File: config.mk
export PLATFORM = sky130hd
export DESIGN_NAME = syncfifo_rd_ctrl
export DESIGN_NICKNAME = d
export VERILOG_FILES = /design/src/rtl/syncfifo_pkg.sv /design/src/rtl/syncfifo_ptr_add.sv /design/src/rtl/syncfifo_rd_ctrl.sv
export SDC_FILE = /design/constraint.sdc
export NUM_CORES = 1
export LEC_CHECK = 0
export CORE_MARGIN = 4
export CORE_UTILIZATION = 44
export CTS_BUF_LIST = sky130_fd_sc_hd__clkbuf_8
export DETAILED_ROUTE_END_ITERATION = 10
export PLACE_DENSITY_LB_ADDON = 0.3
export SYNTH_ARGS = -nofsm -noshare
export SYNTH_HDL_FRONTEND = slang
export SYNTH_HIERARCHICAL = 1
export SYNTH_SLANG_ARGS = --single-unit
File: constraint.sdc
create_clock -name clk -period 6.35 [get_ports clk]
set_clock_uncertainty 0.15 [all_clocks]
set_input_delay 1.27 -clock clk [delete_from_list [all_inputs] [get_ports clk]]
set_output_delay 1.27 -clock clk [all_outputs]
set_load 0.05 [all_outputs]
File: src/rtl/syncfifo_pkg.sv
// syncfifo_pkg: pointer helpers shared by the synchronous FIFO read and
// write controllers. A pointer is {wrap bit, index}; the index runs
// 0..DEPTH-1 and each wrap toggles the wrap bit, so DEPTH need not be a
// power of two. Helpers work on 32-bit values; callers cast to their widths.
package syncfifo_pkg;

  // Index field of a pointer.
  function automatic int unsigned ptr_idx(input int unsigned ptr,
                                          input int unsigned idx_w);
    return ptr & ((32'd1 << idx_w) - 32'd1);
  endfunction

  // Wrap bit of a pointer.
  function automatic int unsigned ptr_wrap(input int unsigned ptr,
                                           input int unsigned idx_w);
    return (ptr >> idx_w) & 32'd1;
  endfunction

  // Assemble a pointer from its fields.
  function automatic int unsigned ptr_make(input int unsigned wrap,
                                           input int unsigned idx,
                                           input int unsigned idx_w);
    return ((wrap & 32'd1) << idx_w) | idx;
  endfunction

  // ptr + k with wrap. k <= depth and idx < depth, so one subtraction
  // is enough to bring the index back into range.
  function automatic int unsigned ptr_add(input int unsigned ptr,
                                          input int unsigned k,
                                          input int unsigned depth,
                                          input int unsigned idx_w);
    int unsigned idx;
    int unsigned wrap;
    idx  = ptr_idx(ptr, idx_w) + k;
    wrap = ptr_wrap(ptr, idx_w);
    if (idx >= depth) begin
      idx  = idx - depth;
      wrap = wrap ^ 32'd1;
    end
    return ptr_make(wrap, idx, idx_w);
  endfunction

  // Occupancy between a write and a read pointer, 0..depth.
  function automatic int unsigned ptr_count(input int unsigned w_ptr,
                                            input int unsigned r_ptr,
                                            input int unsigned depth,
                                            input int unsigned idx_w);
    if (ptr_wrap(w_ptr, idx_w) == ptr_wrap(r_ptr, idx_w))
      return ptr_idx(w_ptr, idx_w) - ptr_idx(r_ptr, idx_w);
    else
      return depth - ptr_idx(r_ptr, idx_w) + ptr_idx(w_ptr, idx_w);
  endfunction

endpackage

File: src/rtl/syncfifo_ptr_add.sv
// syncfifo_ptr_add: combinational wrap-aware pointer advance, ptr + k.
// Shared by the read and write controllers so both agree on encoding.
module syncfifo_ptr_add
  import syncfifo_pkg::*;
#(
  parameter int DEPTH = 16,
  parameter int IDX_W = $clog2(DEPTH),
  parameter int PTR_W = IDX_W + 1,
  parameter int K_W   = 3
) (
  input  logic [PTR_W-1:0] ptr_i,
  input  logic [K_W-1:0]   k_i,
  output logic [PTR_W-1:0] sum_o
);

  assign sum_o = PTR_W'(ptr_add(32'(ptr_i), 32'(k_i), DEPTH, IDX_W));

endmodule

File: src/rtl/syncfifo_rd_ctrl.sv
// syncfifo_rd_ctrl: read-side pointer controller for the synchronous FIFO.
// Grants up to MAX_POP entries per cycle (never more than are present),
// exports occupancy / empty / almost-empty, and flags underflow requests.
// Optional: SYNCFIFO_UNDERFLOW_STICKY_EN makes underflow a sticky flag
// cleared by err_clr; otherwise it is a one-cycle registered pulse.
module syncfifo_rd_ctrl
  import syncfifo_pkg::*;
#(
  parameter int DEPTH     = 16,
  parameter int IDX_W     = $clog2(DEPTH),
  parameter int PTR_W     = IDX_W + 1,
  parameter int MAX_POP   = 4,
  parameter int POP_W     = $clog2(MAX_POP + 1),
  parameter int AE_THRESH = 2
) (
  input  logic             clk,
  input  logic             rst,
  input  logic             ren,
  input  logic [POP_W-1:0] pop_n,
  input  logic [PTR_W-1:0] w_ptr,
  input  logic             err_clr,
  output logic [PTR_W-1:0] r_ptr,
  output logic [IDX_W-1:0] r_addr,
  output logic [PTR_W-1:0] count,
  output logic             empty,
  output logic             almost_empty,
  output logic [POP_W-1:0] pop_ack,
  output logic             underflow
);

  logic [PTR_W-1:0] r_ptr_q;
  logic [PTR_W-1:0] r_ptr_d;
  logic             underflow_q;
  logic             underflow_d;
  logic [POP_W-1:0] req;
  logic             underflow_evt;

  // Occupancy, grant and underflow detection; all combinational.
  always_comb begin
    count = PTR_W'(ptr_count(32'(w_ptr), 32'(r_ptr_q), DEPTH, IDX_W));
    req   = (32'(pop_n) > MAX_POP) ? POP_W'(MAX_POP) : pop_n;
    underflow_evt = ren && (32'(req) > 32'(count));
    pop_ack = '0;
    if (ren) begin
      // Partial grant: never pop past the write pointer.
      pop_ack = (32'(req) > 32'(count)) ? POP_W'(count) : req;
    end
  end

  assign empty        = (count == '0);
  assign almost_empty = (32'(count) <= 32'(AE_THRESH));
  assign r_ptr        = r_ptr_q;
  assign r_addr       = r_ptr_q[IDX_W-1:0];
  assign underflow    = underflow_q;

  syncfifo_ptr_add #(
    .DEPTH (DEPTH),
    .IDX_W (IDX_W),
    .PTR_W (PTR_W),
    .K_W   (POP_W)
  ) u_ptr_add (
    .ptr_i (r_ptr_q),
    .k_i   (pop_ack),
    .sum_o (r_ptr_d)
  );

`ifdef SYNCFIFO_UNDERFLOW_STICKY_EN
  // Sticky flag: a new event wins over a simultaneous clear.
  always_comb begin
    underflow_d = underflow_evt || (underflow_q && !err_clr);
  end
`else
  logic unused_err_clr;
  assign unused_err_clr = err_clr;

  // Pulse flag: high for the single cycle after each event.
  always_comb begin
    underflow_d = underflow_evt;
  end
`endif

  // Pointer and error registers; reset discards any pending pop.
  always_ff @(posedge clk or negedge rst) begin
    if (!rst) begin
      r_ptr_q     <= '0;
      underflow_q <= 1'b0;
    end else begin
      r_ptr_q     <= r_ptr_d;
      underflow_q <= underflow_d;
    end
  end

  // With a non-power-of-two depth, some index encodings are illegal.
  if ((1 << IDX_W) != DEPTH) begin : g_idx_chk
    a_w_idx_legal: assert property (@(posedge clk) disable iff (!rst)
      32'(w_ptr[IDX_W-1:0]) < DEPTH);
  end

endmodule

* Yosys cells after proc, flatten, opt, wreduce, memory -nomap -nowiden
Cells that the tools add are included.
** Word-level totals
- Bits in registers :: 6
- Bits of input ports :: 12
- Output and inout port bits :: 20
- Word-level logic and storage cells :: 22
** Cells by class
- $add $sub $neg :: 5
- $lt $le $gt $ge :: 4
- Eq/ne operators :: 1
- Muxes and demuxes :: 6
- Bitwise gates (word level) :: 2
- Reduce and logical (&&, ||, !) cells :: 2
** Operators by type and width (count)
- 32-bit by 5-bit greater-or-equal comparator with 1-bit output (second input constant) :: 1
- 5-bit 2-to-1 mux :: 2
- 3-bit 2-to-1 mux :: 3
- 4-bit by 3-bit adder with 5-bit output :: 1
- 5-bit adder :: 1
- 3-bit by 5-bit > comparator with 1-bit output :: 1
- 5-bit by 2-bit less-or-equal comparator with 1-bit output (second input constant) :: 1
- 5-bit logical NOT :: 1
- 5-bit bitwise OR :: 1
- 4-bit by 4-bit subtractor with 5-bit output :: 1
- 5-bit by 4-bit subtractor with 5-bit output (first input constant) :: 1
- 5-bit subtractor (second input constant) :: 1
- 3-bit > comparator (second input constant) :: 1
- 1-bit == test :: 1
- 1-bit logical AND :: 1
- 1-bit 2-to-1 mux :: 1
- 1-bit inverter :: 1

* Longest topological paths before layout
Gate-level depths: netlist (run 1).
- Word-level depth :: 10
- Mapped depth :: 17
- Depth with buffers taken out :: 16

* Hierarchy
The synthesis (run 1) kept the hierarchy.
** Modules (own cells, without submodules)
- syncfifo_rd_ctrl :: instances 1, cells each 60, area each 521.8 µm², sequential area each 150.1 µm²
- syncfifo_ptr_add :: instances 1, cells each 15, area each 137.6 µm², sequential area each 0.0 µm²

* Least setup slack after synthesis (run 1)
Ideal clock, no wire load.
- Kind :: input port to output port
- From :: input port w_ptr[0]
- To :: output port pop_ack[1]
- Data arrival time :: 4.732 ns
- Required time :: 4.930 ns
- Path slack :: 0.198 ns
- Stages :: 11
- Buffers on the path :: 1
- Cell sequence :: inv_1 > ha_1 > fa_1 > xnor2_1 > inv_1 > ha_1 > o21a_1 > o21ai_0 > or3_1 > buf_2 > mux2i_1
** On the way
- Cells in the longest elaborated chain, start to end :: 5
- Elaborated cells on any way between the ends :: 6
- Classes of those cells :: add/sub (2); order compare (1); mux (3)
** RTL lines
- from (decl) :: RTL line syncfifo_rd_ctrl.sv:20 : input logic [PTR_W-1:0] w_ptr,
- 5-bit adder / 4-bit by 4-bit subtractor with 5-bit output (equally long branches) :: RTL line syncfifo_pkg.sv:51, syncfifo_pkg.sv:49
- 5-bit 2-to-1 mux (*) :: RTL line syncfifo_pkg.sv:48 : if (ptr_wrap(w_ptr, idx_w) == ptr_wrap(r_ptr, idx_w))
- via count[2] :: RTL line syncfifo_rd_ctrl.sv:24 : output logic [PTR_W-1:0] count,
- 3-bit by 5-bit > comparator with 1-bit output (*) :: RTL line syncfifo_rd_ctrl.sv:46 : pop_ack = (32'(req) > 32'(count)) ? POP_W'(count) : req;
- 3-bit 2-to-1 mux (*) :: RTL line syncfifo_rd_ctrl.sv:46
- 3-bit 2-to-1 mux (*) :: RTL line syncfifo_rd_ctrl.sv:44 : if (ren) begin
- to (decl) :: RTL line syncfifo_rd_ctrl.sv:27 : output logic [POP_W-1:0] pop_ack,
Mark *: on every way through the listed nets, which the timed path passes. The rest lies on a longest branch.

* Worst setup path in the final report (run 1)
- From :: input port w_ptr[0]
- To :: output port pop_ack[1]
** On the way
- Cells in the longest elaborated chain, start to end :: 5
- Elaborated cells on any way between the ends :: 6
- Classes of those cells :: add/sub (2); order compare (1); mux (3)
** RTL lines (RTL line)
- 5-bit adder / 4-bit by 4-bit subtractor with 5-bit output (equally long branches) :: syncfifo_pkg.sv:51, syncfifo_pkg.sv:49
- 5-bit 2-to-1 mux (*) :: syncfifo_pkg.sv:48
- 3-bit by 5-bit > comparator with 1-bit output :: syncfifo_rd_ctrl.sv:46
- 3-bit 2-to-1 mux (*) :: syncfifo_rd_ctrl.sv:46
- 3-bit 2-to-1 mux (*) :: syncfifo_rd_ctrl.sv:44
Every way passes the cells marked *; elsewhere a longest branch is shown, timed or not.

==> qor.yml, run 1 <==
run_status:
  status: "finished clean"
final_layout:
  n_antenna_cell: 0
  finalNonFillerCells: 117
  drive_gt1_share_pct: 10.8
  final_area_um2: 973
  fin_nets: 128
  area_growth_pct: 47.6
die:
  coreArea_mm2: 0.00135
  die_area_mm2: 0.00218
  rows: 13
  initial_core_util_pct: 48.8
  die_w_um: 46.7
  die_y_um: 46.7
  io_pins: 32
sta:
  clock.fmax_ghz: 0.177
  setup_viol: 0
  hold_viol: 0
  maxSlewHeadroom_pct: 66.1
  layout_min_cycle_time_ns: 5.65
  rsz0062_at_grt: "false"
  finalCritPeriodShare_pct: 89.0
  tns_ns: 0
  tightest_slew_ns: 0.507
  maxSlewViolCount: 0
  layout_setup_ws_ns: 0.700
route:
  wl_met3_um: 103
  dr.pass1.iters: 2
  met1_length_um: 620
  vias_per_cell: 5.00
  drcViolationCount: 0
  met2_length_um: 821
  drtIter0Drc: 2
  top_layer: "met3"
  finalWirelength_um: 1550
  ant_nets: 0
  vias: 585
  wl_per_cell_um: 13.2
worst_setup_path:
  critical_path_class: "in -> out"
  critical_path_arrival_ns: 4.23
  crit_required_ns: 4.93
  cp-end-kind: "output port"
  worstPathMaxFanout: 4
  worst_setup_path_start_kind: "input pin"
logic_synthesis:
  synth_top_area_share_pct: 22.8
  yosysMostFrequentCell: "inv_1"
  avgSynthCellArea_um2: 8.79
  syn_nets: 99
  synth_edf_count: 0
  ys_async_sr_fraction_pct: 100
  ys_top_cells_by_area: "dfrtp_1, ha_1, inv_1"
  ys_types: 28
  synth_area_leader_cell: "dfrtp_1"
  ys_seq_area_share_pct: 22.8
  ys_dominant_reg_cell: "dfrtp_1"
  ys_seq_elements: 6
  netlist_top_cells_count: "inv_1, ha_1, dfrtp_1, nand2_1, xnor2_1"
  syn-cell-area_um2: 659
  netlist_instances: 75
  ys_warn_count: 6
global_routing:
  grt_use_total_pct: 17.8
  overflow: 0
  antenna_found_initial: 0
  grt_pass1_vias: 661
  grt_max_degree: 7
  grt_pass1_wl_um: 2750
job:
  max-cap-violations: 0
clock_network:
  cts_resized: 0
  cts.sinks: 6
  cts.hold.buffers_added: 0
  cts_tree: "built"
  h-tree-depth: 1
  insertion_delay_ns: 0.22
  cts_made_buffers: 3
  clk_pin_slew_ns: 0.03
  postCtsSetupRepairBufs: 0
  clockBufferDepth: 2
  root_buffer: "clkbuf_8"
placed_design:
  hpwl_um: 1340
  dp_cells: 114
  place_congestion: 0.797
  dp_slack_ns: 0.695
  place.port_buffers: 30
  placed_area_um2: 932
worst_hold_path:
  hold_path_class: "reg -> reg"
[layout by cell type (no fill, tap or decap), types with 3 or more instances in the layout]
cell type	count
buf_4	3
clkbuf_8	3
clkdlybuf4s50_1	27
dfrtp_1	6
ha_1	10
inv_1	13
mux2i_1	3
nand2_1	6
nor2_1	3
xnor2_1	5
[flip-flops by register name, summed over array words and instances, names as in the netlist]
name and flops:
r_ptr 5, underflow 1
[cell type report]
type | instances | area, um2
clock buffers | 3 | 41.3
fillers | 101 | 377
inverters | 13 | 48.8
multi-input cells | 50 | 422
flip-flops and latches | 6 | 150
well taps | 15 | 18.8
repair buffers | 30 | 293
[routing by layer]
layer  up-vias  track usage [%]
li1        290                -
met1       278             20.3
met2        17             32.4
met3         0             3.13
met4         0             7.18
met5         -                0
[kinds of logic after synthesis]
group	synth area share (%)
buffers and inverters	13.3
adders and majority gates	25.0
muxes	4.55
AOI/OAI and AO/OA	9.68
DFF	22.8
xor gates and xnor gates	9.30
and+or+nand+nor	15.4
[worst max-delay path, stage by stage]
cell and delay [ns]:
clkdlybuf4s50_1 0.45, inv_1 0.04, ha_1 0.22, fa_1 0.39
xnor2_1 0.35, inv_1 0.09, ha_1 0.31, o21a_1 0.11
o21ai_0 0.06, or3_1 0.41, mux2i_1 0.28, buf_4 0.25
[metrics by stage]
step	util, %	hold slack [ns]
after CTS	72.1	0.407
after detailed placement	69.0	0.377
after floorplan	-	0.667
after global routing	72.1	0.436
final	72.1	0.401
after global placement	69.0	0.360
[path summary, 6_finish.rpt]
| kind | depth (start not counted) | slack, ns | from | endpoint |
|---|---|---|---|---|
| worst max-delay path | 12 | 0.70 | w_ptr[0] | pop_ack[1] |
| worst min-delay path | 1 | 0.40 | r_ptr[4] | r_ptr[4] |
| worst max register to register | 15 | 2.41 | r_ptr[0] | r_ptr[4] |
| worst min register to register | 1 | 0.40 | r_ptr[4] | r_ptr[4] |
| max in group asynchronous | 1 | 4.70 | rst | r_ptr[4] |
| min in group asynchronous | 1 | 1.14 | rst | r_ptr[3] |
Power of run 1 is not shown: default switching activity piles up to over one toggle a cycle in this logic, so the estimate is an artifact.
==> run 2, diff against run 1 <==
--- a/config.mk
+++ b/config.mk
@@ -5,8 +5,10 @@
 export SDC_FILE = /design/constraint.sdc
 export NUM_CORES = 1
 export LEC_CHECK = 0
+export ABC_CLOCK_PERIOD_IN_PS = 6350
+export CORE_ASPECT_RATIO = 0.9
 export CORE_MARGIN = 4
-export CORE_UTILIZATION = 44
+export CORE_UTILIZATION = 40
 export CTS_BUF_LIST = sky130_fd_sc_hd__clkbuf_8
 export DETAILED_ROUTE_END_ITERATION = 10
 export PLACE_DENSITY_LB_ADDON = 0.3
==> run 2 against run 1 <==
  * First-iteration DRC count up 100%
  * Final cell count up 6.0%
  * Global-route usage down 4.6 points
  * Highest routed layer unchanged
  * Count of clock-buffer cells in the layout unchanged
  * Sequential share of layout area down 0.14 points
  * Worst hold slack worse by 0.035 ns
  * Non-clock buffer count unchanged
==> qor.yml, run 2 (synthesis gave the netlist of run 1 again) <==
run_status:
  status: "finished clean"
global_routing:
  grt_use_total_pct: 13.2  # -4.6 points
  grt_pass1_wl_um: 2310  # -16%
  overflow: 0  # unchanged
  antenna_found_initial: 0  # unchanged
  grt_max_degree: 7  # unchanged
  grt_pass1_vias: 543  # -18%
die:
  coreArea_mm2: 0.00150  # +11%
  die_w_um: 50.8  # +8.7%
  rows: 13  # unchanged
  die_area_mm2: 0.00236  # +8.3%
  initial_core_util_pct: 44.1  # -4.8 points
  io_pins: 32  # unchanged
  die_y_um: 46.5  # -0.42%
route:
  drcViolationCount: 0  # unchanged
  dr.pass1.iters: 3  # +1
  drtIter0Drc: 4  # +2
  ant_nets: 0  # unchanged
  wl_per_cell_um: 11.1  # -16%
  vias: 562  # -3.9%
  finalWirelength_um: 1370  # -11%
  vias_per_cell: 4.53  # -9.4%
worst_setup_path:
  critical_path.cell_chain: "clkdlybuf4s50_1 -> inv_1 -> ha_1 -> fa_1 -> xnor2_1 -> inv_1 -> ha_1 -> o21a_1 -> o21ai_0 -> or3_1 -> mux2i_1 -> buf_4"
  critical_path_class: "in -> out"
  cp-startpoint: "w_ptr[0]"
  cp.depth: 12  # unchanged
  slowest_delay_ns: 0.45  # about the same
  critical_path_arrival_ns: 4.21  # -0.02 ns
  cp-end-kind: "output port"
  slowest_stage: "clkdlybuf4s50_1"
  worst_setup_path_start_kind: "input pin"
  crit_buf_inv: 4  # unchanged
  crit_required_ns: 4.93  # about the same
  r2r-start: "r_ptr[0]"
  worstPathMaxFanout: 4  # unchanged
  cp_top_family: "adder cells"
  r2r.worst_path.cells: 15  # unchanged
final_layout:
  seq_area_um2: 150  # unchanged
  multi_input_area_um2: 422  # unchanged
  finalNonFillerCells: 124  # +6.0%
  area_growth_pct: 49.0
  layout_common_cells: "clkdlybuf4s50_1, inv_1, ha_1"
  fin_nets: 128  # unchanged
  n_antenna_cell: 0  # unchanged
  layout_commonest_cell: "clkdlybuf4s50_1"
  drive_gt1_share_pct: 10.8  # unchanged
  largest_reg_flops: 5  # unchanged
  fillers: 133  # +32%
sta:
  finalCritPeriodShare_pct: 88.7  # -0.31 points
  maxSlewViolCount: 0  # unchanged
  clock.fmax_ghz: 0.178  # +0.35%
  setup_viol: 0  # unchanged
  rsz0062_at_grt: "false"
  maxSlewHeadroom_pct: 66.1  # about the same
  hold_viol: 0  # unchanged
  tightest_slew_ns: 0.506  # -0.000687 ns
  layout_min_cycle_time_ns: 5.63  # -0.0199 ns
  tns_ns: 0  # unchanged
clock_network:
  cts_tree: "built"
  insertion_delay_ns: 0.22  # about the same
  postCtsSetupRepairBufs: 0  # unchanged
  h-tree-depth: 1  # unchanged
  cts.hold.buffers_added: 0  # unchanged
  cts_made_buffers: 3  # unchanged
  clk_pin_slew_ns: 0.03  # about the same
  root_buffer: "clkbuf_8"
  cts_resized: 0  # unchanged
  cts.sinks: 6  # unchanged
  clockBufferDepth: 2  # unchanged
job:
  max-cap-violations: 0  # unchanged
placed_design:
  hpwl_um: 1220  # -8.5%
  dp_cells: 121  # +6.1%
  place_congestion: 0.712  # -11%
  place.port_buffers: 30  # unchanged
worst_hold_path:
  hold_path_class: "reg -> reg"
  min_path_cells: 1  # unchanged
  worstHoldStart: "r_ptr[4]"
[run 2: final timing paths]
path / slack [ns] / endpoint
max in group asynchronous: 4.71 / r_ptr[2]
min reg2reg: 0.37 / r_ptr[4]
max: 0.72 / pop_ack[1]
max reg2reg: 2.50 / r_ptr[4]
min in group asynchronous: 1.14 / underflow
min: 0.37 / r_ptr[4]
[run 2: cell type report]
type / count / share of cell area (%)
multi-input cells: 50 / 42.9
flip-flops and latches: 6 / 15.3
clock buffers: 3 / 4.20
well taps: 22 / 2.80
repair buffers: 30 / 29.8
inverters: 13 / 4.97
[run 2: per-layer routing]
metal  up-vias  part of all wire [%]  routed length, um  track usage, %
met5         -                     0                  0               0
met4         0                     0                  0            5.38
met3         0                   4.5                 62            2.91
met2        13                    50                690            22.9
met1       259                    45                620            15.9
li1        290                     -                  -               -
[run 2: stage by stage]
step                      setup slack [ns]  utilization [%]  area (um2)  hold WS [ns]
after floorplan                      0.198                -         659         0.667
after global placement               0.721             62.9         941         0.355
after detailed placement             0.716             62.9         941         0.365
after CTS                            0.707             65.6         982         0.369
after global routing                 0.550             65.6         982         0.395
final                                0.720             65.6         982         0.366
[run 2: worst reg2reg max path, stage by stage, from the launching register on]
cell	delay (ns)
dfrtp_1	0.41
ha_1	0.23
fa_1	0.40
xnor2_1	0.34
inv_1	0.08
ha_1	0.30
o21a_1	0.11
o21ai_0	0.06
or3_1	0.41
mux2i_1	0.24
ha_1	0.21
inv_1	0.06
fa_1	0.43
nor2b_4	0.13
o21ai_2	0.06
xnor2_1	0.12
Power of run 2 is left out for the same reason.
